[src/rtl/sort_ctrl_pkg.sv]
// Shared widths, bin count and FSM encodings for the spike-rate sort sequencer and its sorter bench.
package sort_ctrl_pkg;

    localparam int FREQ_BIT       = 8;
    localparam int SPIKE_RATE_BIT = 3;
    localparam int NUM_BINS       = 5;

    typedef logic [FREQ_BIT-1:0]       freq_t;
    typedef logic [SPIKE_RATE_BIT-1:0] rate_t;
    typedef freq_t [NUM_BINS-1:0]      bins_t;

    typedef enum logic [1:0] {
        ST_IDLE    = 2'd0,
        ST_SCAN    = 2'd1,
        ST_PRESENT = 2'd2
    } state_t;

    localparam rate_t MAX_RATE_IDX = rate_t'(NUM_BINS - 1);

    function automatic rate_t clamp_rate(input rate_t r);
        return (r > MAX_RATE_IDX) ? MAX_RATE_IDX : r;
    endfunction

endpackage

[src/rtl/sort_ctrl_if.sv]
// Sample input, table handshake and overrun flag between a rate source/sorter and sort_ctrl.
interface sort_ctrl_if;
    import sort_ctrl_pkg::*;

    logic  rate_valid;
    rate_t rate_in;
    logic  table_ready;
    logic  table_valid;
    rate_t max_rate;
    freq_t freq1;
    freq_t freq2;
    freq_t freq3;
    freq_t freq4;
    freq_t freq5;
    logic  overrun;
`ifdef SORT_FORCE_RATE_EN
    logic  force_en;
    rate_t force_rate;

    modport master (
        output rate_valid, rate_in, table_ready, force_en, force_rate,
        input  table_valid, max_rate, freq1, freq2, freq3, freq4, freq5, overrun
    );
    modport slave (
        input  rate_valid, rate_in, table_ready, force_en, force_rate,
        output table_valid, max_rate, freq1, freq2, freq3, freq4, freq5, overrun
    );
`else
    modport master (
        output rate_valid, rate_in, table_ready,
        input  table_valid, max_rate, freq1, freq2, freq3, freq4, freq5, overrun
    );
    modport slave (
        input  rate_valid, rate_in, table_ready,
        output table_valid, max_rate, freq1, freq2, freq3, freq4, freq5, overrun
    );
`endif
endinterface

[src/rtl/sort_ctrl_rate_hist_bank.sv]
// Five saturating live rate counters, cleared on frame end; bins_nxt exposes the value including this cycle's sample.
// Latency: counts land one edge after the sample; no backpressure, every valid sample is taken.
module rate_hist_bank
    import sort_ctrl_pkg::*;
(
    input  logic  clk,
    input  logic  rst,
    input  logic  inc_vld,
    input  rate_t inc_rate,
    input  logic  clr,
    output bins_t bins_nxt
);

    bins_t bins_q;
    bins_t bins_d;

    // Out-of-range rates match no bin, so they fall through untouched.
    always_comb begin
        bins_nxt = bins_q;
        for (int i = 0; i < NUM_BINS; i++) begin
            if (inc_vld && (inc_rate == rate_t'(i)) && (bins_q[i] != '1)) begin
                bins_nxt[i] = bins_q[i] + freq_t'(1);
            end
        end
        bins_d = clr ? '0 : bins_nxt;
    end

    always_ff @(posedge clk) begin
        if (rst) begin
            bins_q <= '0;
        end else begin
            bins_q <= bins_d;
        end
    end

endmodule

[src/rtl/sort_ctrl.sv]
// Frame histogram snapshot, 4-cycle argmax scan, valid/ready table hand-off; table_valid 4 cycles after frame end.
// A frame ending outside IDLE is dropped with an overrun pulse. Optional SORT_FORCE_RATE_EN adds a max_rate override.
module sort_ctrl
    import sort_ctrl_pkg::*;
#(
    parameter int FRAME_LEN = 1024,
    parameter int CNT_W     = 16
) (
    input  logic         CLK,
    input  logic         RST,
    sort_ctrl_if.slave   bus
);

    logic [CNT_W-1:0] cnt_q, cnt_d;
    logic             frame_end;
    bins_t            hist_nxt;

    state_t state_q, state_d;
    bins_t  snap_q, snap_d;
    rate_t  best_idx_q, best_idx_d;
    freq_t  best_cnt_q, best_cnt_d;
    rate_t  scan_idx_q, scan_idx_d;
    rate_t  max_rate_q, max_rate_d;
    logic   table_valid_q, table_valid_d;
    logic   overrun_q, overrun_d;
`ifdef SORT_FORCE_RATE_EN
    logic   force_en_q, force_en_d;
    rate_t  force_rate_q, force_rate_d;
`endif

    assign frame_end = bus.rate_valid && (cnt_q == CNT_W'(FRAME_LEN - 1));
    assign cnt_d     = frame_end      ? '0 :
                       bus.rate_valid ? cnt_q + CNT_W'(1) : cnt_q;

    rate_hist_bank u_hist (
        .clk      (CLK),
        .rst      (RST),
        .inc_vld  (bus.rate_valid),
        .inc_rate (bus.rate_in),
        .clr      (frame_end),
        .bins_nxt (hist_nxt)
    );

    always_comb begin
        state_d       = state_q;
        snap_d        = snap_q;
        best_idx_d    = best_idx_q;
        best_cnt_d    = best_cnt_q;
        scan_idx_d    = scan_idx_q;
        max_rate_d    = max_rate_q;
        table_valid_d = table_valid_q;
        overrun_d     = 1'b0;
`ifdef SORT_FORCE_RATE_EN
        force_en_d    = force_en_q;
        force_rate_d  = force_rate_q;
`endif

        case (state_q)
            ST_IDLE: begin
                if (frame_end) begin
                    snap_d     = hist_nxt;
                    best_idx_d = '0;
                    best_cnt_d = hist_nxt[0];
                    scan_idx_d = rate_t'(1);
                    state_d    = ST_SCAN;
`ifdef SORT_FORCE_RATE_EN
                    force_en_d   = bus.force_en;
                    force_rate_d = clamp_rate(bus.force_rate);
`endif
                end
            end
            ST_SCAN: begin
                // Strict compare keeps the earliest index on ties.
                if (snap_q[scan_idx_q] > best_cnt_q) begin
                    best_idx_d = scan_idx_q;
                    best_cnt_d = snap_q[scan_idx_q];
                end
                if (scan_idx_q == MAX_RATE_IDX) begin
                    max_rate_d    = best_idx_d;
`ifdef SORT_FORCE_RATE_EN
                    if (force_en_q) begin
                        max_rate_d = force_rate_q;
                    end
`endif
                    table_valid_d = 1'b1;
                    state_d       = ST_PRESENT;
                end else begin
                    scan_idx_d = scan_idx_q + rate_t'(1);
                end
            end
            ST_PRESENT: begin
                if (bus.table_ready) begin
                    table_valid_d = 1'b0;
                    state_d       = ST_IDLE;
                end
            end
            default: begin
                state_d       = ST_IDLE;
                table_valid_d = 1'b0;
            end
        endcase

        if (frame_end && (state_q != ST_IDLE)) begin
            overrun_d = 1'b1;
        end
    end

    always_ff @(posedge CLK) begin
        if (RST) begin
            cnt_q         <= '0;
            state_q       <= ST_IDLE;
            snap_q        <= '0;
            best_idx_q    <= '0;
            best_cnt_q    <= '0;
            scan_idx_q    <= '0;
            max_rate_q    <= '0;
            table_valid_q <= 1'b0;
            overrun_q     <= 1'b0;
        end else begin
            cnt_q         <= cnt_d;
            state_q       <= state_d;
            snap_q        <= snap_d;
            best_idx_q    <= best_idx_d;
            best_cnt_q    <= best_cnt_d;
            scan_idx_q    <= scan_idx_d;
            max_rate_q    <= max_rate_d;
            table_valid_q <= table_valid_d;
            overrun_q     <= overrun_d;
        end
    end

`ifdef SORT_FORCE_RATE_EN
    always_ff @(posedge CLK) begin
        if (RST) begin
            force_en_q   <= 1'b0;
            force_rate_q <= '0;
        end else begin
            force_en_q   <= force_en_d;
            force_rate_q <= force_rate_d;
        end
    end
`endif

    assign bus.table_valid = table_valid_q;
    assign bus.max_rate    = max_rate_q;
    assign bus.overrun     = overrun_q;
    assign bus.freq1       = snap_q[0];
    assign bus.freq2       = snap_q[1];
    assign bus.freq3       = snap_q[2];
    assign bus.freq4       = snap_q[3];
    assign bus.freq5       = snap_q[4];

endmodule

[src/flat_wrapper.sv]
// flat-port wrapper written by rule: the top's interface ports become plain ports
module sort_ctrl_flat import sort_ctrl_pkg::*;
#(
    parameter int FRAME_LEN = 1024,
    parameter int CNT_W     = 16
)
  (CLK, RST, bus_rate_valid, bus_rate_in, bus_table_ready, bus_table_valid, bus_max_rate, bus_freq1, bus_freq2, bus_freq3, bus_freq4, bus_freq5, bus_overrun);
  sort_ctrl_if bus_i ();
  input  logic CLK;
  input  logic RST;
  input wire logic [$bits(bus_i.rate_valid)-1:0] bus_rate_valid;
  input wire logic [$bits(bus_i.rate_in)-1:0] bus_rate_in;
  input wire logic [$bits(bus_i.table_ready)-1:0] bus_table_ready;
  output wire logic [$bits(bus_i.table_valid)-1:0] bus_table_valid;
  output wire logic [$bits(bus_i.max_rate)-1:0] bus_max_rate;
  output wire logic [$bits(bus_i.freq1)-1:0] bus_freq1;
  output wire logic [$bits(bus_i.freq2)-1:0] bus_freq2;
  output wire logic [$bits(bus_i.freq3)-1:0] bus_freq3;
  output wire logic [$bits(bus_i.freq4)-1:0] bus_freq4;
  output wire logic [$bits(bus_i.freq5)-1:0] bus_freq5;
  output wire logic [$bits(bus_i.overrun)-1:0] bus_overrun;
  assign bus_i.rate_valid = bus_rate_valid;
  assign bus_i.rate_in = bus_rate_in;
  assign bus_i.table_ready = bus_table_ready;
  assign bus_table_valid = bus_i.table_valid;
  assign bus_max_rate = bus_i.max_rate;
  assign bus_freq1 = bus_i.freq1;
  assign bus_freq2 = bus_i.freq2;
  assign bus_freq3 = bus_i.freq3;
  assign bus_freq4 = bus_i.freq4;
  assign bus_freq5 = bus_i.freq5;
  assign bus_overrun = bus_i.overrun;
  sort_ctrl #(.FRAME_LEN(FRAME_LEN), .CNT_W(CNT_W)) u_core (.CLK(CLK), .RST(RST), .bus(bus_i));
endmodule
[config.mk]
export PLATFORM = sky130hd
export DESIGN_NAME = sort_ctrl_flat
export DESIGN_NICKNAME = d
export VERILOG_FILES = /design/src/rtl/sort_ctrl_pkg.sv /design/src/rtl/sort_ctrl_if.sv /design/src/rtl/sort_ctrl_rate_hist_bank.sv /design/src/rtl/sort_ctrl.sv /design/src/flat_wrapper.sv
export SDC_FILE = /design/constraint.sdc
export NUM_CORES = 1
export LEC_CHECK = 0
export BUFFER_PORTS_ARGS = -buffer_cell sky130_fd_sc_hd__buf_2
export CORE_MARGIN = 8
export CORE_UTILIZATION = 40
export DETAILED_ROUTE_END_ITERATION = 10
export PLACE_DENSITY = 0.61
export SLEW_MARGIN = 20
export SYNTH_ARGS = -nofsm -noshare
export SYNTH_HDL_FRONTEND = slang
export SYNTH_HIERARCHICAL = 1
export SYNTH_SLANG_ARGS = --single-unit
[constraint.sdc]
create_clock -name CLK -period 3.9 [get_ports CLK]
set_input_delay 0.78 -clock CLK [delete_from_list [all_inputs] [get_ports CLK]]
set_output_delay 0.78 -clock CLK [all_outputs]
set_load 0.05 [all_outputs]
==> results.yml, run 1 <==
hold_path:
  hp-class: "flop to flop"
synth:
  syn_nets: 713
  yosysWarnings: 6
  synth_area_um2: 5830
  synth_edf_count: 0
  synth_flop_cell: "dfxtp_1"
  synthCells: 690
  synth-seq-cells: 117
  ys_seq_area_frac: 0.402
  synthArstFlopShare: 0
  syn_avg_cell_area_um2: 8.45
  synth_cell_type_count: 57
placement:
  hpwl_um: 10800
  place_congestion: 0.847
  numPortBuffers: 51
cells_and_area:
  drive_gt1_frac: 0.161
  nNetsFinal: 754
  n_antenna_cell: 0
  final_util: 0.477
  area_growth_pct: 17.7
timing:
  worst_slew_pin_slew_ps: 877
  grt_setup_unrepaired: "false"
  min_period_ps: 3000
  setup_viol: 0
  fin_skew_ps: 16.8
  finalCritPeriodShare: 0.769
  final_max_slew_viol_count: 0
  max_freq_mhz: 333
  tns_ps: 0
  final_hold_viol_count: 0
  maxSlewHeadroom: 0.415
power:
  p_leak_nw: 2.58
  vdd_ir_drop_max_uv: 331
  power.density_nw_per_um2: 427
route:
  postRouteAntennaNets: 0
  routed_wirelength_um: 15000
  drt_pass1_iterations: 4
  drc: 0
  wl_per_cell_um: 16.1
  vias_per_cell: 5.41
  routed-via-count: 5019
  dr.first_iter.drc_count: 304
flow_run:
  cap_viol_max_count: 0
cts:
  insertion_delay_ps: 420
  cts_hold_buffers: 0
  cts_num_sinks: 117
  cts_resized: 0
  cts_buffer_depth: 2
  cts_buffers: 17
  h-tree-depth: 4
  ctsRootBufferMaster: "clkbuf_16"
  post_cts_buffers: 0
  clkTransAtPathRegs_ps: 50
  cts_tree: "built"
global_routing:
  grt_start_max_net_pins: 87
  overflow: 0
  antenna_found_initial: 0
  grt_pass1_wl_um: 24200
  gr-usage-all-layers: 0.165
  grt_pass1_vias: 4823
die:
  start_util: 0.406
  die_x_um: 137
  boundaryPins: 52
  row_count: 44
  fp.dieArea_um2: 18700
  dieHeight_um: 137
  core-area_um2: 14400
critical_path:
  crit_path_end_kind: "flop"
  cp.arrival_ps: 3330
  path_common_cell: "mux2i_1"
  path_buf_inv: 1
  max_stage_delay_ps: 500
  path_class: "flop to flop"
  crit_slowest_cell: "and3_1"
  crit_chain: "buf_4 -> mux2i_1 -> o22ai_1 -> a21o_1 -> ha_1 -> nand4_1 -> nand2b_1 -> nand3_1 -> and3_1 -> mux2i_1"
  crit_fanout: 20
  startpoint_type: "flop"
  reg2reg_slack_ps: 900
  cp.required_ps: 4230
  path_delay_family: "simple AND/OR/NAND/NOR gates"
status:
  status: "finished clean"
[logic make-up after synthesis]
logic type	Yosys count	synth area share
AOI/OAI and AO/OA	116	0.120
adders and majority gates	16	0.0343
DFF	117	0.402
buffers and inverters	54	0.0380
muxes	43	0.0775
and+or+nand+nor	308	0.275
xor gates and xnor gates	36	0.0541
[where the power goes]
part	internal (mW)	total, mW	leakage, nW	switching [mW]
sequential	1.20	1.21	0.943	0.00563
combinational	0.0187	0.0583	1.33	0.0395
clock	1.13	1.66	0.313	0.531
total	2.35	2.93	2.58	0.576
[Yosys cell counts (13+ instances only)]
cell	n	area (um2)
a21oi_1	52	260
clkbuf_1	24	90.1
dfxtp_1	117	2340
ha_1	16	200
inv_1	19	71.3
mux2_2	15	169
mux2i_1	26	260
nand2_1	105	394
nand2b_1	19	119
nand3_1	22	110
nand4_1	14	87.6
nor2_1	59	221
nor2b_1	25	156
o211ai_1	13	97.6
o21ai_0	19	95.1
xnor2_1	28	245
[per-layer routing]
| layer | wire (um) | track usage |
|---|---|---|
| met5 | 0 | 0 |
| met4 | 160 | 0.0598 |
| met3 | 729 | 0.0411 |
| met2 | 7420 | 0.278 |
| met1 | 6680 | 0.198 |
[layout by cell type, fill, tap and decap left out, types with 19 or more instances in the layout]
master / instances
xnor2_1: 28
dfxtp_1: 117
a21oi_1: 52
nor2_1: 59
o21ai_0: 19
nand3_1: 22
nand2_1: 105
buf_2: 51
nor2b_1: 25
inv_1: 19
mux2i_1: 26
nand2b_1: 19
[path summary, 6_finish.rpt]
path | from | to | cells after the start
setup reg to reg | u_core/scan_idx_q[1]$_SDFFE_PP0P_ | u_core/best_cnt_q[2]$_SDFFE_PP0P_ | 10
hold / removal | u_core/bus.freq1[0]$_SDFFE_PP0P_ | u_core/bus.freq1[0]$_SDFFE_PP0P_ | 2
hold reg to reg | u_core/bus.freq1[0]$_SDFFE_PP0P_ | u_core/bus.freq1[0]$_SDFFE_PP0P_ | 2
setup / recovery | u_core/scan_idx_q[1]$_SDFFE_PP0P_ | u_core/best_cnt_q[2]$_SDFFE_PP0P_ | 10
[worst min-delay path: cells and delay by family (launching register included)]
kind               cells  cell delay [ps]
and+or+nand+nor        1               60
DFF                    1              310
AOI/OAI and AO/OA      1               50
[flip-flops by register name (all words and copies together) (netlist names)]
register / count
u_core/bus.freq4: 8
u_core/bus.freq1: 8
u_core/u_hist/bins_q: 40
u_core/bus.max_rate: 3
u_core/bus.freq3: 8
u_core/state_q: 2
u_core/best_idx_q: 3
u_core/bus.freq2: 8
u_core/bus.overrun: 1
u_core/best_cnt_q: 8
u_core/cnt_q: 16
u_core/scan_idx_q: 3
u_core/bus.freq5: 8
u_core/bus.table_valid: 1
[metrics by stage]
step	std cells	power (mW)	hold WS [ps]	instance area, um2	setup slack, ps
floorplan	690	1.27	448	5830	1080
CTS	928	2.96	468	6860	927
detailed placement	896	1.29	463	6220	892
global route	928	3.02	492	6860	715
global placement	896	1.29	455	6220	939
finish	928	2.93	466	6860	901
[cell type report]
class                      count  area (um2)
fill                        1372        7510
multi-input combinational    519        3280
sequential                   117        2340
clock buffer                  23         488
timing repair buffer          57         300
tap                          184         230
clock inverter                 9         148
inverter                      19        71.3
Power figures use the tool's default switching activity.
==> run 2: changes to the inputs <==
PLACE_DENSITY = 0.63   (was 0.61)
clock period = 2.45 ns   (was 3.9 ns; I/O delays follow)
==> run 2 against run 1 <==
The run now ends with setup timing left. Fmax rose by 22%. Combinational power rose by 96%. Design area increased by 6.1%. Count of clock-buffer cells in the layout is 6 lower. Sequential power up 59%. Utilization up 2.9 points. Clock skew fell by 6.2 ps. Sequential share of layout area decreased by 1.9 points. Power increased by 52%. First-iteration DRC count is 12% higher. Critical path depth up 1. Largest power group unchanged. Highest routed layer unchanged.
==> results.yml, run 2 (synthesis results as in run 1) <==
status:
  status: "finished, violations left"
  failed_checks: "setup timing"
cts:
  cts_buffer_depth: 2
  cts_tree: "built"
  clkTransAtPathRegs_ps: 60
  cts_buffers: 17
  insertion_delay_ps: 420
  h-tree-depth: 4
  cts_num_sinks: 117
  cts_hold_buffers: 0
  ctsRootBufferMaster: "clkbuf_16"
route:
  routed_wirelength_um: 15700
  routed-via-count: 5149
  dr.first_iter.drc_count: 340
  wl_per_cell_um: 16.3
  vias_per_cell: 5.36
  drc: 0
  drt_pass1_iterations: 6
  postRouteAntennaNets: 0
global_routing:
  grt_pass1_vias: 5154
  use_met3: 0.0345
  gr-usage-met1: 0.199
  grt_busiest_layer: "met2"
  gr-usage-all-layers: 0.173
  grt_start_max_net_pins: 87
  antenna_found_initial: 0
  grt.met2_usage: 0.299
  grt_pass1_wl_um: 25500
  overflow: 0
cells_and_area:
  drive_gt1_frac: 0.228
  top_regs: "u_core/u_hist/bins_q: 40 flops, u_core/cnt_q: 16 flops"
  final_cell_count_no_fill: 961
  largest_register_ff_count: 40
  area_growth_pct: 24.8
  final_util: 0.506
  fillers: 1305
  regMostFlops: "u_core/u_hist/bins_q"
  n_antenna_cell: 0
  nNetsFinal: 787
  final_cell_mix: "115 x dfxtp_1, 105 x nand2_1, 59 x nor2_1, 51 x buf_2, 51 x a21oi_1"
  mostFrequentLayoutCell: "dfxtp_1"
power:
  pwr-share-comb: 0.026
  power_frac_seq: 0.430
  p_leak_nw: 2.76
  internal_power_mw: 3.45
  vdd_ir_drop_max_uv: 471
  switchingPower_mw: 1.00
  switching_share: 0.225
  power.density_nw_per_um2: 612
  clock_power_share: 0.544
hold_path:
  hold_path_depth: 4
  hp-class: "input pin to flop"
critical_path:
  crit_fanout: 7
  path_class: "flop to flop"
  cp.required_ps: 2780
  startpoint_type: "flop"
  crit_path_end_kind: "flop"
  reg2regPathDepth: 11
  cp.arrival_ps: 2790
timing:
  fin_skew_ps: 10.6
  setup_viol: 9
  maxSlewHeadroom: 0.636
  max_freq_mhz: 406
  finalCritPeriodShare: 1.01
  worst_slew_pin_slew_ps: 544
  tns_ps: -73.5
  whs_ps: 385
  final_hold_viol_count: 0
  final_max_slew_viol_count: 0
  min_period_ps: 2460
  layout_setup_ws_ps: -14.0
  grt_setup_unrepaired: "true"
placement:
  numPortBuffers: 51
  dp_cells: 923
  place_congestion: 0.911
  hpwl_um: 11600
  post-place-ws_ps: -85.5
die:
  fp.dieArea_um2: 18700
  start_util: 0.406
  row_count: 44
  dieHeight_um: 137
  boundaryPins: 52
  core-area_um2: 14400
  die_x_um: 137
flow_run:
  cap_viol_max_count: 0
==> run 2: cell count changes in the layout (fill, tap and decap cells not counted), moves of 3 or more <==
cell	previous run	this run
buf_4	6	32
clkbuf_8	4	0
ha_4	0	3
mux2i_2	0	3
clkinv_4	0	4
clkinvlp_4	1	6
buf_12	0	3
ha_1	16	13
mux2i_4	0	4
mux2i_1	26	19
==> run 2: cell type report <==
class                           count  area, um2  share of cell area
Multi-Input combinational cell    519       3430               0.472
Tap cell                          184        230              0.0316
Inverter                           19       71.3             0.00980
Sequential cell                   117       2350               0.323
Clock buffer                       17        425              0.0585
Timing Repair Buffer               90        608              0.0836
Clock inverter                     15        159              0.0218
==> run 2: routing by layer <==
| metal | up-vias | part of all wire |
|---|---|---|
| met2 | 128 | 0.49 |
| met3 | 40 | 0.044 |
| li1 | 2557 | - |
| met4 | 0 | 0.035 |
| met1 | 2424 | 0.43 |
| met5 | - | 0 |
==> run 2: worst paths after layout <==
path | start | to | slack (ps)
max | u_core/scan_idx_q[1]$_SDFFE_PP0P_ | u_core/best_idx_q[0]$_SDFFE_PP0P_ | -10
min | bus_table_ready | u_core/bus.table_valid$_SDFFE_PP0P_ | 390
max reg2reg | u_core/scan_idx_q[1]$_SDFFE_PP0P_ | u_core/best_idx_q[0]$_SDFFE_PP0P_ | -10
min reg2reg | u_core/best_cnt_q[4]$_SDFFE_PP0P_ | u_core/best_cnt_q[4]$_SDFFE_PP0P_ | 480
==> run 2: power by group through the flow <==
stage	registers [mW]	logic [mW]	clock network [mW]
2_1_floorplan	1.96	0.0649	0
3_3_place_gp	1.96	0.111	0
3_5_place_dp	1.96	0.114	0
4_1_cts	1.91	0.114	2.45
5_1_grt	1.91	0.124	2.56
6_report	1.92	0.114	2.42
==> run 2: worst max-delay path, stage by stage, from the launching register on <==
cell      delay [ps]
dfxtp_4          370
buf_8            140
buf_4            120
mux2i_1          180
nor2_1            80
a211oi_2         180
ha_1             270
and4_4           210
nor3_1           180
a21bo_2          260
and2_1           170
o32ai_1          220
==> run 2: timing repair <==
action                     in CTS  in global routing
pin swaps                       5                  3
setup endpoints to repair      11                 14
gates resized for setup        23                 10
setup buffers                   4                  2
==> run 2: through the flow <==
| step | total power, mW | cell area (um2) |
|---|---|---|
| floorplan | 2.02 | 5880 |
| global placement | 2.07 | 6480 |
| detailed placement | 2.07 | 6480 |
| CTS | 4.48 | 7200 |
| global route | 4.60 | 7280 |
| finish | 4.45 | 7280 |
==> run 3: changes to the inputs <==
BUFFER_PORTS_ARGS = -buffer_cell sky130_fd_sc_hd__buf_4   (was -buffer_cell sky130_fd_sc_hd__buf_2)
CTS_CLUSTER_SIZE = 10   (was not set)
==> run 3 against run 2 <==
Sequential power about the same. Design area up 1.9%. Combinational power is essentially flat. Worst hold slack improved by 0.59 ps. Setup slack got worse by 55 ps. The flow still finishes with violations (setup timing). Critical path depth fell by 1. Fmax down 2.2%. Clock skew decreased by 1.1 ps. Critical path type unchanged.
==> results.yml, run 3 (synthesis results as in run 1) <==
timing:
  final_max_slew_viol_count: 0
  maxSlewHeadroom: 0.638
  max_freq_mhz: 397
  layout_setup_ws_ps: -69.0
  setup_viol: 9
  final_hold_viol_count: 0
  finalCritPeriodShare: 1.03
  min_period_ps: 2520
  fin_skew_ps: 9.51
  whs_ps: 386
  worst_slew_pin_slew_ps: 537
  grt_setup_unrepaired: "true"
  tns_ps: -203
status:
  status: "finished, violations left"
  failed_checks: "setup timing"
placement:
  hpwl_um: 11600
  numPortBuffers: 51
  place_congestion: 0.846
  dp_cells: 921
cells_and_area:
  regMostFlops: "u_core/u_hist/bins_q"
  top_regs: "u_core/u_hist/bins_q: 40 flops, u_core/cnt_q: 16 flops"
  mostFrequentLayoutCell: "dfxtp_1"
  final_cell_count_no_fill: 956
  area_growth_pct: 27.2
  fillers: 1355
  ff_latch_area_um2: 2350
  final_util: 0.516
  multi_input_area_um2: 3420
  n_antenna_cell: 0
  drive_gt1_frac: 0.218
  nNetsFinal: 782
  largest_register_ff_count: 40
  final_cell_mix: "115 x dfxtp_1, 105 x nand2_1, 80 x buf_4, 59 x nor2_1, 52 x a21oi_1"
hold_path:
  hp-class: "input pin to flop"
  hp-start: "bus_table_ready"
  hold_end: "u_core/bus.table_valid$_SDFFE_PP0P_"
  hold_path_depth: 4
critical_path:
  startpoint_type: "flop"
  reg2regPathDepth: 10
  path_buf_inv: 1
  max_stage_delay_ps: 400
  rr_startpoint: "u_core/scan_idx_q[1]$_SDFFE_PP0P_"
  crit_slowest_cell: "dfxtp_4"
  reg2reg_slack_ps: -70
  crit_fanout: 8
  path_class: "flop to flop"
  crit_path_end_kind: "flop"
  cp.depth: 10
  path_delay_family: "compound AO/OA/AOI/OAI gates"
  rr_endpoint: "u_core/best_cnt_q[2]$_SDFFE_PP0P_"
  crit_chain: "buf_12 -> mux2i_2 -> o22ai_1 -> a21o_1 -> ha_4 -> nor2b_4 -> o211ai_1 -> a21bo_2 -> and3_4 -> mux2i_1"
  cp.arrival_ps: 2850
  cp.required_ps: 2780
route:
  drt_pass1_iterations: 5
  dr.first_iter.drc_count: 367
  vias_per_cell: 5.38
  drc: 0
  routed-via-count: 5139
  postRouteAntennaNets: 0
  wl_per_cell_um: 16.8
  routed_wirelength_um: 16100
global_routing:
  overflow: 0
  grt_pass1_wl_um: 25600
  grt_start_max_net_pins: 87
  use_met3: 0.0466
  grt_busiest_layer: "met2"
  grt.met2_usage: 0.294
  gr-usage-met1: 0.206
  grt_pass1_vias: 5078
  gr-usage-all-layers: 0.175
  antenna_found_initial: 0
die:
  boundaryPins: 52
  fp.dieArea_um2: 18700
  core-area_um2: 14400
  start_util: 0.406
  die_x_um: 137
  row_count: 44
  dieHeight_um: 137
cts:
  cts_tree: "built"
  ctsRootBufferMaster: "clkbuf_16"
  clkTransAtPathRegs_ps: 50
  cts_num_sinks: 117
  cts_hold_buffers: 0
  insertion_delay_ps: 410
  h-tree-depth: 4
  cts_buffer_depth: 2
  cts_buffers: 17
power:
  p_total_mw: 4.71
  p_leak_nw: 2.79
  vdd_ir_drop_max_uv: 478
  power.density_nw_per_um2: 635
flow_run:
  cap_viol_max_count: 0
run 3: changes by cell type in the layout (fill, tap and decap cells not counted), sizes merged:
| cell | previous run | this run |
|---|---|---|
| buf | 90 | 85 |
| bufinv | 2 | 4 |
| clkinvlp | 6 | 0 |
| inv | 20 | 19 |
| clkinv | 6 | 3 |
| clkbuf | 17 | 25 |
run 3: per-stage QoR:
| stage | worst slack [ps] | cell area [um2] |
|---|---|---|
| 2_1_floorplan | 21.1 | 5880 |
| 5_1_grt | -151 | 7410 |
| 3_5_place_dp | -99.8 | 6610 |
| 6_report | -69.0 | 7410 |
| 3_3_place_gp | 41.6 | 6610 |
| 4_1_cts | -23.3 | 7310 |
run 3: cell type report:
cell class / count / share of cell area
Multi-Input combinational cell: 519 / 0.461
Sequential cell: 117 / 0.317
Timing Repair Buffer: 85 / 0.0955
Clock buffer: 25 / 0.0668
Tap cell: 184 / 0.0310
Clock inverter: 7 / 0.0192
Inverter: 19 / 0.00962
run 3: power by group:
group,switching [mW],total (mW),internal (mW),leakage (nW)
combinational,0.0709,0.115,0.0441,1.54
sequential,0.00697,1.92,1.91,0.944
clock,0.861,2.67,1.81,0.312
run 3: routing by layer:
metal  wire length [um]  up-vias  part of all wire
met2               7930      113              0.49
met5                  0        -                 0
met4                320        0             0.020
met3                806       26             0.050
met1               7040     2453              0.44
li1                   -     2547                 -
run 3: worst max-delay path by stage:
stage	from	end	slack [ps]
after floorplan	u_core/scan_idx_q[1]$_SDFFE_PP0P_	u_core/best_cnt_q[1]$_SDFFE_PP0P_	20
after global placement	u_core/scan_idx_q[1]$_SDFFE_PP0P_	u_core/best_cnt_q[6]$_SDFFE_PP0P_	40
after detailed placement	u_core/scan_idx_q[1]$_SDFFE_PP0P_	u_core/best_cnt_q[2]$_SDFFE_PP0P_	-100
after CTS	u_core/scan_idx_q[1]$_SDFFE_PP0P_	u_core/best_cnt_q[2]$_SDFFE_PP0P_	-20
after global routing	u_core/scan_idx_q[1]$_SDFFE_PP0P_	u_core/best_cnt_q[2]$_SDFFE_PP0P_	-150
final	u_core/scan_idx_q[1]$_SDFFE_PP0P_	u_core/best_cnt_q[2]$_SDFFE_PP0P_	-70
run 3: what timing repair did:
action                                  in CTS  in global routing
pin swaps                                    1                  8
setup buffers                                1                  1
endpoints found under the hold margin        0                  0
resized for setup                            8                 17
endpoints found under the setup margin      11                 14
gates cloned                                 1                  0
run 3: worst register-to-register path: stages (launching register included):
cell	delay, ps
dfxtp_4	400
buf_12	140
mux2i_2	230
o22ai_1	110
a21o_1	200
ha_4	220
nor2b_4	120
o211ai_1	280
a21bo_2	220
and3_4	290
mux2i_1	240
